==> config.mk <==
export PLATFORM = sky130hd
export DESIGN_NAME = strhw_msg_padder
export DESIGN_NICKNAME = d
export VERILOG_FILES = /design/src/rtl/strhw_common_types.sv /design/src/rtl/strhw_byte_pad.sv /design/src/rtl/strhw_msg_padder.sv
export SDC_FILE = /design/constraint.sdc
export NUM_CORES = 1
export LEC_CHECK = 0
export CAP_MARGIN = 20
export CORE_ASPECT_RATIO = 0.75
export CORE_MARGIN = 3
export CORE_UTILIZATION = 49
export CTS_CLUSTER_SIZE = 12
export DETAILED_ROUTE_END_ITERATION = 7
export PLACE_DENSITY = 0.87
export SETUP_SLACK_MARGIN = 0.05
export SYNTH_ARGS = -nofsm -noshare
export SYNTH_HDL_FRONTEND = slang
export SYNTH_HIERARCHICAL = 1
export SYNTH_SLANG_ARGS = --single-unit
==> constraint.sdc <==
create_clock -name clk -period 20.8 [get_ports clk]
set_input_delay 4.16 -clock clk [delete_from_list [all_inputs] [get_ports clk]]
set_output_delay 4.16 -clock clk [all_outputs]
set_load 0.02 [all_outputs]
==> src/rtl/strhw_common_types.sv <==
// Shared types and constants for the Streebog message front-end.
// Also holds the elaboration-time word-width legality check.
package strhw_common_types;

  typedef enum logic [1:0] {
    CLEAR = 2'd0,
    BUSY  = 2'd1,
    READY = 2'd2,
    DONE  = 2'd3
  } state_t;

  typedef logic [511:0] uint512;

  localparam uint512 PAD_ONLY_BLOCK = 512'h1;

  function automatic bit legal_word_w(input int w);
    return (w == 8) || (w == 16) || (w == 32) || (w == 64) ||
           (w == 128) || (w == 256) || (w == 512);
  endfunction

endpackage

==> src/rtl/strhw_byte_pad.sv <==
// Combinational last-word padder: keeps the low nbytes bytes, zeroes the rest and
// sets the marker bit at 8*nbytes (bit WORD_W when the word is full).
module strhw_byte_pad #(
  parameter int WORD_W = 64
) (
  input  logic [WORD_W-1:0]          word,
  input  logic [$clog2(WORD_W/8):0]  nbytes,
  output logic [WORD_W:0]            padded
);

  localparam int NB_W = $clog2(WORD_W/8) + 1;

  always_comb begin
    padded = '0;
    for (int i = 0; i < WORD_W/8; i++) begin
      if (NB_W'(i) < nbytes) padded[8*i +: 8] = word[8*i +: 8];
    end
    padded = padded | ((WORD_W+1)'(1) << {nbytes, 3'b000});
  end

endmodule

==> src/rtl/strhw_msg_padder.sv <==
// Packs a WORD_W-bit byte-aligned message stream into 512-bit Streebog blocks and
// applies the 0..0 || 1 || M padding; one registered block presented at a time.
module strhw_msg_padder
  import strhw_common_types::*;
#(
  parameter int WORD_W = 64
) (
  input  logic                       clk,
  input  logic                       rst,
  input  logic                       in_valid,
  output logic                       in_ready,
  input  logic [WORD_W-1:0]          in_data,
  input  logic                       in_last,
  input  logic [$clog2(WORD_W/8):0]  in_nbytes,
  output logic                       out_valid,
  input  logic                       out_ready,
  output logic [511:0]               out_data,
  output logic [9:0]                 out_bits,
  output logic                       out_last
);

  localparam int WORDS = 512 / WORD_W;
  localparam int IDX_W = (WORDS > 1) ? $clog2(WORDS) : 1;
  localparam logic [IDX_W-1:0] IDX_MAX = IDX_W'(WORDS - 1);

  if (!legal_word_w(WORD_W)) begin : g_bad_width
    $error("strhw_msg_padder: illegal WORD_W %0d", WORD_W);
  end

  state_t           state_q, state_d;
  logic [IDX_W-1:0] idx_q, idx_d;
  uint512           data_q, data_d;
  logic [9:0]       bits_q, bits_d;
  logic             last_q, last_d;
  logic             pad_q, pad_d;

  logic [WORD_W:0]  pad_word;
  logic [9:0]       shamt;
  logic [10:0]      msg_bits;
  uint512           ins;
  logic             accept;
  logic             blk_full;

  strhw_byte_pad #(.WORD_W(WORD_W)) u_byte_pad (
    .word   (in_data),
    .nbytes (in_nbytes),
    .padded (pad_word)
  );

  assign in_ready = ((state_q == CLEAR) || (state_q == BUSY)) && !rst;
  assign accept   = in_valid && in_ready;
  assign blk_full = (idx_q == IDX_MAX);
  assign shamt    = 10'(idx_q) * 10'(WORD_W);
  assign msg_bits = 11'(shamt) + 11'({in_nbytes, 3'b000});

  // A marker that lands on bit 512 (exactly full block) falls off here; pad_pending covers it.
  assign ins = in_last ? (512'(pad_word) << shamt) : (512'(in_data) << shamt);

  always_comb begin
    state_d = state_q;
    idx_d   = idx_q;
    data_d  = data_q;
    bits_d  = bits_q;
    last_d  = last_q;
    pad_d   = pad_q;
    case (state_q)
      CLEAR, BUSY: begin
        if (accept) begin
          data_d = data_q | ins;
          idx_d  = blk_full ? '0 : idx_q + IDX_W'(1);
          if (in_last && (msg_bits < 11'd512)) begin
            state_d = DONE;
            bits_d  = msg_bits[9:0];
            last_d  = 1'b1;
            idx_d   = '0;
          end else if (in_last || blk_full) begin
            state_d = READY;
            bits_d  = 10'd512;
            last_d  = 1'b0;
            pad_d   = in_last;
            idx_d   = '0;
          end else begin
            state_d = BUSY;
          end
        end
      end
      READY: begin
        if (out_ready) begin
          if (pad_q) begin
            state_d = DONE;
            data_d  = PAD_ONLY_BLOCK;
            bits_d  = 10'd0;
            last_d  = 1'b1;
            pad_d   = 1'b0;
          end else begin
            state_d = CLEAR;
            data_d  = '0;
            bits_d  = 10'd0;
            last_d  = 1'b0;
          end
        end
      end
      DONE: begin
        if (out_ready) begin
          state_d = CLEAR;
          data_d  = '0;
          bits_d  = 10'd0;
          last_d  = 1'b0;
        end
      end
      default: state_d = CLEAR;
    endcase
  end

  always_ff @(posedge clk or posedge rst) begin
    if (rst) begin
      state_q <= CLEAR;
      idx_q   <= '0;
      data_q  <= '0;
      bits_q  <= 10'd0;
      last_q  <= 1'b0;
      pad_q   <= 1'b0;
    end else begin
      state_q <= state_d;
      idx_q   <= idx_d;
      data_q  <= data_d;
      bits_q  <= bits_d;
      last_q  <= last_d;
      pad_q   <= pad_d;
    end
  end

  assign out_valid = (state_q == READY) || (state_q == DONE);
  assign out_data  = data_q;
  assign out_bits  = bits_q;
  assign out_last  = last_q;

endmodule

==> metrics list <==
- Number of clock buffers inserted by TritonCTS: 52
- Critical Setup Path Class: primary input to output pin
- Register area share after synthesis: 0.566
- Counting distinct cell types in the post-synthesis netlist gives 50.
- The share of synthesized area in the top cell type comes to 0.566.
- Depth of the CTS H-tree: 2
- Met3 wirelength from detailed routing: 11100 um
- DIE HEIGHT: 195 um
- The flow ran to the end, and the final reports show no timing, DRC or antenna violations.
* Post-route antenna net violation count: 0
- In this design, the stage delay of the slowest critical-path cell is 0.62 ns.
* DR pass1 iterations: 5
- After detailed routing, the total wire length is 86400 um.
* Std cell rows: 68
- Aggregate negative setup slack: 0 ns
- After synthesis, the largest family of logic cells by area is compound AO/OA/AOI/OAI gates.
* Multiplexer share of the synthesized area: 0.0598
- Fin crit share: 0.467
- Average wire per cell in the routed design: 25.4 um
- Vias in the first global route: 20105
- The routed layout has 20763 vias.
* Post-Synth Simple-Gate Area: 0.0668
- Measured against its own limit, the worst slew margin works out to 0.186.
- The cell count after synthesis came out at 2291.
- In the routed design, unresolved DRC markers number 0.
- Initial antenna violation count: 8
* Crit-path max FO: 5
- Counting flops with an async set or reset pin after synthesis yields a share of 1.00.
* Standard cell area after detailed placement: 29300 um2
* Count of pins over their slew limit: 0
- Largest net degree at the start of global routing: 261
* Met1 wire length: 33100 um
- In the final layout, the share of cells above drive strength 1 is 0.0664.
- The longest clock path from root to sink contains 3 buffers.
* Post-cts resize count: 0
- Using the TritonRoute via totals, the vias-per-cell ratio works out to 6.10.
- Measured along the x axis, the die boundary spans 258 um.
* Cell area after layout: 31000 um2
- Data required time of the worst path: 16.64 ns
* Average cell area after synthesis: 10.1 um2
- In this run the standard cell core region covers 46500 um2.
- STA classifies the critical path startpoint as a primary input.
- Walking the worst path, the cells encountered are clkdlybuf4s50_1 > nor2_1 > clkdlybuf4s50_1.
* Buffer count from post-CTS setup fixing: 0
- Category of cells accounting for the largest share of critical-path delay: buffers and inverters
- Setup violations remaining at the end of the flow were counted as 0.
- Commonest cells after routing, fill and taps aside: 593 x sky130_fd_sc_hd__clkdlybuf4s50_1, 525 x sky130_fd_sc_hd__dfrtp_1, 268 x sky130_fd_sc_hd__a21oi_1
* Synth top area cells: sky130_fd_sc_hd__dfrtp_1 57%, sky130_fd_sc_hd__o2111ai_1 5.8%, sky130_fd_sc_hd__a21oi_1 5.8%
* Count of boundary I/O pins: 598
- Setup Skew: 0.0240 ns
- Based on the critical path, the design can be clocked at up to 0.103 GHz.
* Total Power: 0.00362 W
- Adder-cell area share of the yosys netlist: 0.00215
* Layout overhead on the synthesized area: 33.1%
* Overall die area: 50100 um2
* Combinational Power Share: 0.375
* CTS clock-pin slew for the worst setup and hold paths: 0.06 ns
- In the global route stage, overall resource usage came out at 0.334.
- The slowest stage of the critical path is the sky130_fd_sc_hd__clkdlybuf4s50_1 cell.
- The share of total power dissipated in sequential elements is 0.376.
* Warnings, synthesis: 6
* Placed insts: 3325
* TritonCTS clock tree: done
- Hold repair after CTS inserted 0 buffers.
- Among all flip-flop cells after synthesis, the most frequent one is sky130_fd_sc_hd__dfrtp_1.
* Detailed Place HPWL: 59300 um
- DR top layer: met5
- The total overflow left after global routing is 0.
* Buffers and inverters on the worst path: 2
- The congestion estimate from routability-driven global placement came to 0.918.
- Most numerous cell on the critical path: sky130_fd_sc_hd__clkdlybuf4s50_1
- Most common cell after layout, fill and taps aside: sky130_fd_sc_hd__clkdlybuf4s50_1
- Non-filler instance count after layout: 3403
* Max capacitance violation total: 0
* Total power density per cell area: 117 nW/um2
- Unrepaired setup endpoints after global routing: no
- Net Switching: 0.00139 W
- Number of register bits inferred by synthesis: 526
- Clock share of power: 0.249
* Global-route wire length before repair: 127000 um
* Fraction of synthesized cell area in xor and xnor cells: 0.000377
- Combined area of all synthesized cells: 23200 um2
* Latest clock arrival within the worst-skew pair: 0.58 ns
* Critical Path End Type: output pin
* Class of the tightest hold or removal check: register to register
* Crit path DAT: 5.56 ns
- Met2 wire length: 37800 um
* Count of nets after finishing: 2829
* Number of flops mapped to enable cells by yosys: 0
- Fraction of power spent switching nets: 0.383
* Count of routing violations after the opening detailed-route iteration: 2407
- The compound-gate portion of the synthesized area is 0.221.
* Worst vdd rail ir drop: 0.0754 mV
* Final critical delay including setup and external delays: 9.72 ns
- The analysis attributes to cell leakage a power of 12.9 nW.
- Final Hold Violating Endpoints: 0
* Number of clock sinks: 526
- Number of port buffers: 594
- Post-synth top area cell: sky130_fd_sc_hd__dfrtp_1
- Pint: 0.00223 W
- The initial utilization of the core area, before any placement, comes to 0.500.
- Clock root buffer: sky130_fd_sc_hd__clkbuf_16
- For the pin with the worst max-slew slack, the measured transition is 1.22 ns.
## power by group through the flow
| stage | Combinational [W] | Clock [W] | Sequential [W] |
|---|---|---|---|
| CTS | 0.00134 | 0.000911 | 0.00136 |
| finish | 0.00136 | 0.000902 | 0.00136 |
| global route | 0.00143 | 0.000947 | 0.00138 |
| detailed placement | 0.00133 | 0 | 0.00137 |
| global placement | 0.00130 | 0 | 0.00136 |
| floorplan | 0.000494 | 0 | 0.00157 |
## final timing paths
path	startpoint	end	slack [ns]	cells past startpoint
max reg2reg	state_q[1]$_DFFE_PP0P_	out_data[412]$_DFFE_PP0P_	16.52	7
max in group asynchronous	rst	out_data[451]$_DFFE_PP0P_	14.09	4
max	rst	in_ready	11.08	3
min	out_data[258]$_DFFE_PP0P_	out_data[258]$_DFFE_PP0P_	0.48	2
min reg2reg	out_data[258]$_DFFE_PP0P_	out_data[258]$_DFFE_PP0P_	0.48	2
min in group asynchronous	rst	out_data[448]$_DFFE_PP0P_	4.33	2
## registers in the layout, summed over array words and instances, names as in the netlist
name,cells
pad_q,1
out_last,1
out_data,512
idx_q,3
out_bits,7
state_q,2
## layer usage
layer	vias up	track usage
met5	-	0
met4	6	0.149
met3	279	0.116
met2	1403	0.499
met1	10187	0.442
li1	8888	-
## metrics by stage
step                      worst slack [ns]  hold slack (ns)  utilization
after global routing                 11.02            0.497        0.666
after global placement               11.10            0.461        0.631
after floorplan                       1.94            0.471            -
final                                11.08            0.478        0.666
after detailed placement             11.09            0.469        0.632
after CTS                            11.08            0.482        0.665
## synthesized netlist by cell type, types with 2 or more instances
cell type,count
sky130_fd_sc_hd__a211oi_2,2
sky130_fd_sc_hd__a21boi_0,7
sky130_fd_sc_hd__a21oi_1,268
sky130_fd_sc_hd__a22o_1,30
sky130_fd_sc_hd__a32o_1,9
sky130_fd_sc_hd__and2_1,13
sky130_fd_sc_hd__and2b_1,5
sky130_fd_sc_hd__and3_1,6
sky130_fd_sc_hd__buf_1,13
sky130_fd_sc_hd__buf_2,80
sky130_fd_sc_hd__buf_4,6
sky130_fd_sc_hd__clkbuf_1,114
sky130_fd_sc_hd__dfrtp_1,526
sky130_fd_sc_hd__ha_1,4
sky130_fd_sc_hd__inv_1,267
sky130_fd_sc_hd__mux2_2,71
sky130_fd_sc_hd__mux2i_1,59
sky130_fd_sc_hd__nand2_1,228
sky130_fd_sc_hd__nand3_1,8
sky130_fd_sc_hd__nor2_1,25
sky130_fd_sc_hd__nor2b_1,40
sky130_fd_sc_hd__nor3_1,4
sky130_fd_sc_hd__nor3b_1,2
sky130_fd_sc_hd__o2111ai_1,155
sky130_fd_sc_hd__o211ai_1,105
sky130_fd_sc_hd__o21ai_0,215
sky130_fd_sc_hd__o21ai_1,2
sky130_fd_sc_hd__o21ai_2,2
sky130_fd_sc_hd__o221ai_1,2
sky130_fd_sc_hd__o22a_1,3
## kinds of logic after synthesis
logic type | Yosys count
XOR/XNOR | 1
buffers and inverters | 481
other | 1
multiplexers | 130
AO/OA/AOI/OAI | 807
AND/OR/NAND/NOR | 341
adder cells (fa/ha/maj) | 4
flip-flops | 526
## tightest hold or removal path, cell delays in order (launching register included)
cell                      delay [ns]
sky130_fd_sc_hd__dfrtp_1        0.34
sky130_fd_sc_hd__nand2_1        0.05
sky130_fd_sc_hd__o21ai_0        0.06
## layout make-up
class                      instances  area [um2]
multi-input combinational       1286        8220
fill                            3293       15500
timing repair buffer             619        6230
inverter                         267        1010
clock buffer                      66        1410
clock inverter                     5         129
sequential                       526       13200
tap                              630         788
antenna                            4        10.0
No activity file was read; power rests on OpenSTA's default activity.
